--- src/rtl/rr_burst_sched_pkg.sv ---
// Shared definitions for the round-robin arbiter family: scheduler states and
// the index-width helper.
package rr_burst_sched_pkg;

    localparam logic [0:0] ST_IDLE = 1'b0;
    localparam logic [0:0] ST_OWN  = 1'b1;

    // Binary index width needed to name one of n requesters (at least 1 bit).
    function automatic int unsigned rr_idx_w(input int unsigned n);
        return (n <= 2) ? 1 : $clog2(n);
    endfunction

endpackage

--- src/rtl/rr_burst_sched_pick.sv ---
// Rotate-priority encoder: returns the first set bit of i_elig scanning from
// i_ptr upward with wrap-around. i_ptr must be below N.
module rr_pick #(
    parameter int unsigned N  = 4,
    parameter int unsigned IW = 2
) (
    input  logic [N-1:0]  i_elig,
    input  logic [IW-1:0] i_ptr,
    output logic          o_found,
    output logic [IW-1:0] o_index
);

    always_comb begin : p_scan
        int unsigned j;
        j       = 0;
        o_found = 1'b0;
        o_index = '0;
        for (int unsigned k = 0; k < N; k++) begin
            j = (int'(i_ptr) + k) % N;
            if (!o_found && i_elig[j]) begin
                o_found = 1'b1;
                o_index = IW'(j);
            end
        end
    end

endmodule

--- src/rtl/rr_burst_sched.sv ---
// Round-robin burst scheduler: one owner at a time holds the shared resource
// for up to max_burst beats, then ownership rotates to the next eligible requester.
module rr_burst_sched
    import rr_burst_sched_pkg::*;
#(
    parameter int unsigned N  = 4,
    parameter int unsigned CW = 4,
    parameter int unsigned IW = 2
) (
    input  logic          clk,
    input  logic          rst,
    input  logic          init_n,
    input  logic          enable,
    input  logic [N-1:0]  request,
    input  logic [N-1:0]  mask,
    input  logic [CW-1:0] max_burst,
    input  logic          res_ready,
    output logic          granted,
    output logic [N-1:0]  grant,
    output logic [IW-1:0] grant_index,
    output logic          beat,
    output logic [CW-1:0] beat_cnt
);

    logic [0:0]    r_state;
    logic [0:0]    w_state_nxt;
    logic [IW-1:0] r_owner;
    logic [IW-1:0] w_owner_nxt;
    logic [IW-1:0] r_ptr;
    logic [IW-1:0] w_ptr_nxt;
    logic [CW-1:0] r_beat_cnt;
    logic [CW-1:0] w_cnt_nxt;
    logic [N-1:0]  r_grant;
    logic [N-1:0]  w_grant_nxt;

    logic [N-1:0]  w_elig;
    logic          w_own;
    logic          w_beat;
    logic          w_last_beat;
    logic          w_end;
    logic [IW-1:0] w_ptr_adv;
    logic [IW-1:0] w_pick_ptr;
    logic          w_pick_found;
    logic [IW-1:0] w_pick_idx;

    assign w_elig      = request & ~mask;
    assign w_own       = (r_state == ST_OWN);
    assign w_beat      = enable & w_own & request[r_owner] & res_ready & ~mask[r_owner];
    assign w_last_beat = w_beat && (max_burst != '0) && (r_beat_cnt == max_burst - CW'(1));
    assign w_end       = enable & w_own & (~request[r_owner] | mask[r_owner] | w_last_beat);

    // On burst end the owner drops to lowest priority by moving the pointer past it,
    // so the same-cycle re-arbitration naturally lets a lone requester win again.
    assign w_ptr_adv  = (r_owner == IW'(N - 1)) ? '0 : r_owner + IW'(1);
    assign w_pick_ptr = w_end ? w_ptr_adv : r_ptr;

    rr_pick #(
        .N  (N),
        .IW (IW)
    ) u_pick (
        .i_elig  (w_elig),
        .i_ptr   (w_pick_ptr),
        .o_found (w_pick_found),
        .o_index (w_pick_idx)
    );

    // Next-state logic for ownership, burst counter and priority pointer.
    always_comb begin
        w_state_nxt = r_state;
        w_owner_nxt = r_owner;
        w_ptr_nxt   = r_ptr;
        w_cnt_nxt   = r_beat_cnt;
        w_grant_nxt = '0;
        case (r_state)
            ST_IDLE: begin
                if (enable && w_pick_found) begin
                    w_state_nxt = ST_OWN;
                    w_owner_nxt = w_pick_idx;
                    w_cnt_nxt   = '0;
                end
            end
            ST_OWN: begin
                if (w_end) begin
                    w_ptr_nxt = w_ptr_adv;
                    w_cnt_nxt = '0;
                    if (w_pick_found) begin
                        w_owner_nxt = w_pick_idx;
                    end else begin
                        w_state_nxt = ST_IDLE;
                        w_owner_nxt = '0;
                    end
                end else if (w_beat) begin
                    w_cnt_nxt = r_beat_cnt + CW'(1);
                end
            end
            default: begin
                w_state_nxt = ST_IDLE;
                w_owner_nxt = '0;
                w_cnt_nxt   = '0;
            end
        endcase
        if (w_state_nxt == ST_OWN) begin
            w_grant_nxt[w_owner_nxt] = 1'b1;
        end
    end

    always_ff @(posedge clk or posedge rst) begin
        if (rst) begin
            r_state    <= ST_IDLE;
            r_owner    <= '0;
            r_ptr      <= '0;
            r_beat_cnt <= '0;
            r_grant    <= '0;
        end else if (!init_n) begin
            r_state    <= ST_IDLE;
            r_owner    <= '0;
            r_ptr      <= '0;
            r_beat_cnt <= '0;
            r_grant    <= '0;
        end else begin
            r_state    <= w_state_nxt;
            r_owner    <= w_owner_nxt;
            r_ptr      <= w_ptr_nxt;
            r_beat_cnt <= w_cnt_nxt;
            r_grant    <= w_grant_nxt;
        end
    end

    assign granted     = w_own;
    assign grant       = r_grant;
    assign grant_index = r_owner;
    assign beat        = w_beat;
    assign beat_cnt    = r_beat_cnt;

endmodule

--- config.mk ---
export PLATFORM = sky130hd
export DESIGN_NAME = rr_burst_sched
export DESIGN_NICKNAME = d
export VERILOG_FILES = /design/src/rtl/rr_burst_sched_pkg.sv /design/src/rtl/rr_burst_sched_pick.sv /design/src/rtl/rr_burst_sched.sv
export SDC_FILE = /design/constraint.sdc
export NUM_CORES = 1
export LEC_CHECK = 0
export ABC_AREA = 1
export BUFFER_PORTS_ARGS = -buffer_cell sky130_fd_sc_hd__buf_4
export CAP_MARGIN = 25
export CORE_MARGIN = 1
export CORE_UTILIZATION = 35
export CTS_CLUSTER_DIAMETER = 40
export DETAILED_ROUTE_END_ITERATION = 12
export HOLD_SLACK_MARGIN = 0.02
export PLACE_DENSITY_LB_ADDON = 0.05
export SYNTH_ARGS = -nofsm -noshare
export SYNTH_HDL_FRONTEND = slang
export SYNTH_SLANG_ARGS = --single-unit
--- constraint.sdc ---
create_clock -name clk -period 3.5 [get_ports clk]
set_input_delay 0.35 -clock clk [delete_from_list [all_inputs] [get_ports clk]]
set_output_delay 0.35 -clock clk [all_outputs]
set_load 0.02 [all_outputs]
Yosys cells after proc, flatten, opt, wreduce, memory -nomap -nowiden
Cells that the tools add are included.

Mux-type cells: 43. Add/subtract/negate cells: 6. $lt $le $gt $ge: 7. Bitwise logic cells: 12. Eq/ne operators: 5. Reduce and logical (&&, ||, !) cells: 12.

Operators with widths (number): $mux W2 (12); $mux W4 (6); $lt A2 B3 Y1 const B (6); $mux W1 (15); $bmux W1 S2 (6); $pmux W4 S2 (1); $logic_and A1 B1 Y1 (7); $and A1 B1 Y1 (5); $add A2 B1 Y2 const B (2); $add A2 B2 Y2 const B (2); $add A4 B1 Y4 const B (1); $and A4 B4 Y4 (1); $eq A4 B4 Y1 (1); $ne A4 B2 Y1 const B (1); $not A4 Y4 (1); $pmux W2 S2 (1); $reduce_bool A4 Y1 (1); $sub A4 B1 Y4 const B (1); $logic_not A1 Y1 (3); $ne A3 B3 Y1 const B (1); $not A1 Y1 (3); $demux W1 S2 (1); $eq A2 B2 Y1 const B (1); $ge A2 B1 Y1 const B (1); 4 further kinds (5).

Input bits: 17. Register bits after elaboration: 13. Word-level logic and storage cells: 90.

Depth between registers and ports, before layout
Depth in word-level cells: 31. Mapped depth: 24. Depth with buffers taken out: 24.

By module
Synthesis repeated with hierarchy kept, for this count alone.

Cell total of the unflattened synthesis: 203. Area, all modules: 1307.5 µm².

Modules (own cells, without submodules): rr_burst_sched (area an instance 988.4 µm², cells an instance 144, times used 1); rr_pick (area an instance 319.1 µm², cells an instance 59, times used 1).

Worst setup path before layout
No wires, ideal clock.

Path type: input -> register. Start point: input port max_burst[0]. End point: register r_beat_cnt[1], in the netlist beat_cnt[1]. Data arrival time: 2.208 ns. Setup slack: 1.170 ns. Stages on the path: 20. Required time: 3.378 ns. Setup time: 0.122 ns. Path through: inv_1 -> ha_1 -> nand2_1 -> nand3_1 -> nor2_2 -> nand3_2 -> nand2_4 -> nand3_1 -> nand2_4 -> nand2_1 -> nand2_1 -> nand2_1 -> nand2_2 -> nand4_4 -> nand2_4 -> nand2_2 -> o21ai_2 -> nand2_2 -> nand2_1 -> o21ai_1.

Cells in the longest elaborated chain, start to end: 21. Elaborated cells on any way between the ends: 36. Those cells by class: add/sub (4); eq/ne (3); mux (16); bitwise (2); reduce/logical (11).

RTL lines: start: declaration (RTL line rr_burst_sched.sv:16) `input logic [CW-1:0] max_burst,`; $sub A4 B1 Y4 or $reduce_bool A4 Y1 (tied branches) (RTL line rr_burst_sched.sv:49) `assign w_last_beat = w_beat && (max_burst != '0) && (r_beat_cnt == max_burst - CW'(1));`; $eq A4 B4 Y1 or $logic_and A1 B1 Y1 (tied branches) (RTL line rr_burst_sched.sv:49); $logic_and A1 B1 Y1 (*) (RTL line rr_burst_sched.sv:49); $or A1 B1 Y1 (*) (RTL line rr_burst_sched.sv:50) `assign w_end = enable & w_own & (~request[r_owner] | mask[r_owner] | w_last_beat);`; $and A1 B1 Y1 (*) (RTL line rr_burst_sched.sv:50); parallel branches: the longest is 16 deep, another holds $add A2 B1 Y2; end signal: assignment (RTL line rr_burst_sched.sv:124) `r_beat_cnt <= w_cnt_nxt;`; end: declaration (RTL line rr_burst_sched.sv:31) `logic [CW-1:0] r_beat_cnt;`.

Every way passes the cells marked *. The select of a mux whose other input is x is not followed. A chain may end at the register's enable or synchronous reset.

Worst setup path in the final report
Start point: input port max_burst[0]. End point: register r_beat_cnt[0], in the netlist beat_cnt[0].

The elaborated chain is that of the path after synthesis.

==> results.sh <==
export IMPL_status="finished clean"
export IMPL_final_cell_mix="nand2_1 (53), inv_1 (29), buf_4 (28), nor2_1 (26), nand3_1 (25)"
export IMPL_hp_class="in2async"
export IMPL_coreArea_um2=3442
export IMPL_tightest_slew_ns=0.5008
export IMPL_final_common_cell="nand2_1"
export IMPL_cts_tree="done"
export IMPL_fmaxAchievable_mhz=408.3
export IMPL_path_clk_slew_ns=0.06
export IMPL_p_leak_nw=0.8739
export IMPL_numCtsBuffers=3
export IMPL_end_kind="flip-flop"
export IMPL_r2r_end="beat_cnt[0]"
export IMPL_slew_headroom=0.6658
export IMPL_fillers=372
export IMPL_n_antenna_cell=0
export IMPL_yosys_warnings=0
export IMPL_dp_cells=277
export IMPL_startpoint_type="input port"
export IMPL_multiInputGateArea_um2=833.3
export IMPL_grt_pass1_wl_um=5250
export IMPL_num_rows=21
export IMPL_setup_viol=0
export IMPL_mappedNetlistNets=225
export IMPL_clk_path_buf_depth=2
export IMPL_slew_violations=0
export IMPL_grt_overflow_total=0
export IMPL_grt_max_degree=14
export IMPL_cts_sinks=13
export IMPL_period_needed_ns=2.449
export IMPL_drt_iter0_drc=82
export IMPL_clock_latency_ns=0.25
export IMPL_via_per_inst=4.637
export IMPL_dr_pass1_iters=4
export IMPL_final_layout_size_suffix_gt1_frac=0.2723
export IMPL_hpwl_um=2435
export IMPL_gp_congestion=0.8475
export IMPL_stdcell_area_um2=1597
export IMPL_cp_required_ns=3.63
export IMPL_worst_r2r_startpoint="beat_cnt[2]"
export IMPL_power_mw=0.9329
export IMPL_syn_to_final_growth_pct=24.00
export IMPL_finalNonFillerCells=281
export IMPL_port_buffers=28
export IMPL_wirelength_um=3032
export IMPL_die_y_um=62.65
export IMPL_grt_antenna_before_repair=0
export IMPL_maxCapViolations=0
export IMPL_netlist_instances=204
export IMPL_dieArea_um2=3925
export IMPL_cp_arrival_ns=2.58
export IMPL_grt_usage=0.1651
export IMPL_ctsHoldBuffers=0
export IMPL_io_pins=29
export IMPL_synth_seq_area_share=0.2527
export IMPL_syn_avg_cell_area_um2=6.311
export IMPL_cts_resized=0
export IMPL_vias=1303
export IMPL_cts_setup_buffers=0
export IMPL_final_nets=257
export IMPL_rsz0062_at_grt="false"
export IMPL_r2r_slack_ns=1.12
export IMPL_die_w_um=62.65
export IMPL_syn_area_um2=1287
export IMPL_hold_violations=0
export IMPL_vdd_drop_max_mv=0.3626
export IMPL_worst_path_max_fanout=8
export IMPL_r2r_cells=20
export IMPL_p_per_area_nw_per_um2=584.3
export IMPL_tns_ns=0
export IMPL_place_area_um2=1550
export IMPL_path_class="in2reg"
export IMPL_grt_pass1_vias=1247
export IMPL_seq_area_um2=325.3
export IMPL_ys_ff_latch=13
export IMPL_drc=0
export IMPL_fin_skew_ns=0.003507
export IMPL_final_period_utilization=0.6998
export IMPL_ys_types=25
export IMPL_wl_per_cell_um=10.79
export IMPL_ant_nets=0
export IMPL_root_buffer="clkbuf_8"
export IMPL_htreeDepth=1
export IMPL_start_util=0.3740
layout make-up:
cell class | instances | share of cell area
Timing Repair Buffer | 28 | 0.1317
Clock buffer | 3 | 0.02586
Multi-Input combinational cell | 157 | 0.5219
Clock inverter | 1 | 0.003135
Inverter | 33 | 0.07759
Tap cell | 46 | 0.03605
Sequential cell | 13 | 0.2038
registers in the layout, summed over array words and instances (netlist names):
signal	flops
r_ptr	2
beat_cnt	4
grant	4
grant_index	2
granted	1
synth_stat cells, drive strengths merged:
library cell,n,area share
a21oi,5,0.019
nand4,3,0.026
o211ai,1,0.0058
nand3,26,0.10
or2,1,0.0049
buf,1,0.0039
nand2,74,0.29
dfrtp,13,0.25
and2,1,0.0049
ha,4,0.039
o21ai,7,0.030
inv,33,0.096
o21bai,1,0.0058
nand3b,1,0.0058
nor3,3,0.012
o2111ai,1,0.0068
nor2,29,0.094
how the worst max path moves through the flow:
stage	endpoint	cells past startpoint	start
floorplan	beat_cnt[1]	20	max_burst[0]
global placement	grant[0]	22	max_burst[0]
detailed placement	grant[0]	22	max_burst[0]
CTS	grant[0]	23	max_burst[0]
global route	grant[0]	23	max_burst[0]
finish	beat_cnt[0]	22	max_burst[0]
through the flow:
step / util / worst slack [ns] / hold slack, ns
floorplan: - / 1.170 / 0.2270
global placement: 0.4504 / 0.8330 / 0.4100
detailed placement: 0.4504 / 0.7715 / 0.4171
CTS: 0.4638 / 1.023 / 0.1504
global route: 0.4638 / 0.7150 / 0.2025
finish: 0.4638 / 1.051 / 0.1279
routing by layer:
metal / global-route usage / routed length (µm) / vias up
met3: 0.02737 / 170 / 3
li1: - / - / 702
met1: 0.2265 / 1488 / 555
met5: 0 / 0 / -
met4: 0.03488 / 25 / 0
met2: 0.2704 / 1348 / 43
cells by family after synthesis:
logic type      after synthesis  share of synthesized area
buf+inv                      34                     0.1001
flops                        13                     0.2527
simple gates                138                     0.5403
fa+ha+maj                     4                    0.03887
compound gates               15                    0.06803
where the power goes:
group	switching, mW	internal [mW]	total, mW
Clock	0.0576	0.0788	0.136
Combinational	0.379	0.206	0.585
Sequential	0.0320	0.179	0.211
worst max-delay path, stage by stage:
cell	delay (ns)
buf_4	0.10
inv_1	0.06
ha_1	0.29
inv_1	0.04
nand2_1	0.05
nand3_1	0.08
nor2_2	0.12
nand3_2	0.10
nand2_4	0.09
nand3_1	0.12
nand2_4	0.15
nand2_1	0.09
nand2_1	0.12
nand2_1	0.08
nand2_2	0.10
nand4_4	0.14
nand2_4	0.11
nand2_2	0.06
o21ai_2	0.06
nand2_2	0.12
nand2_1	0.08
o21ai_1	0.06
(Power assumes the default switching activity.)
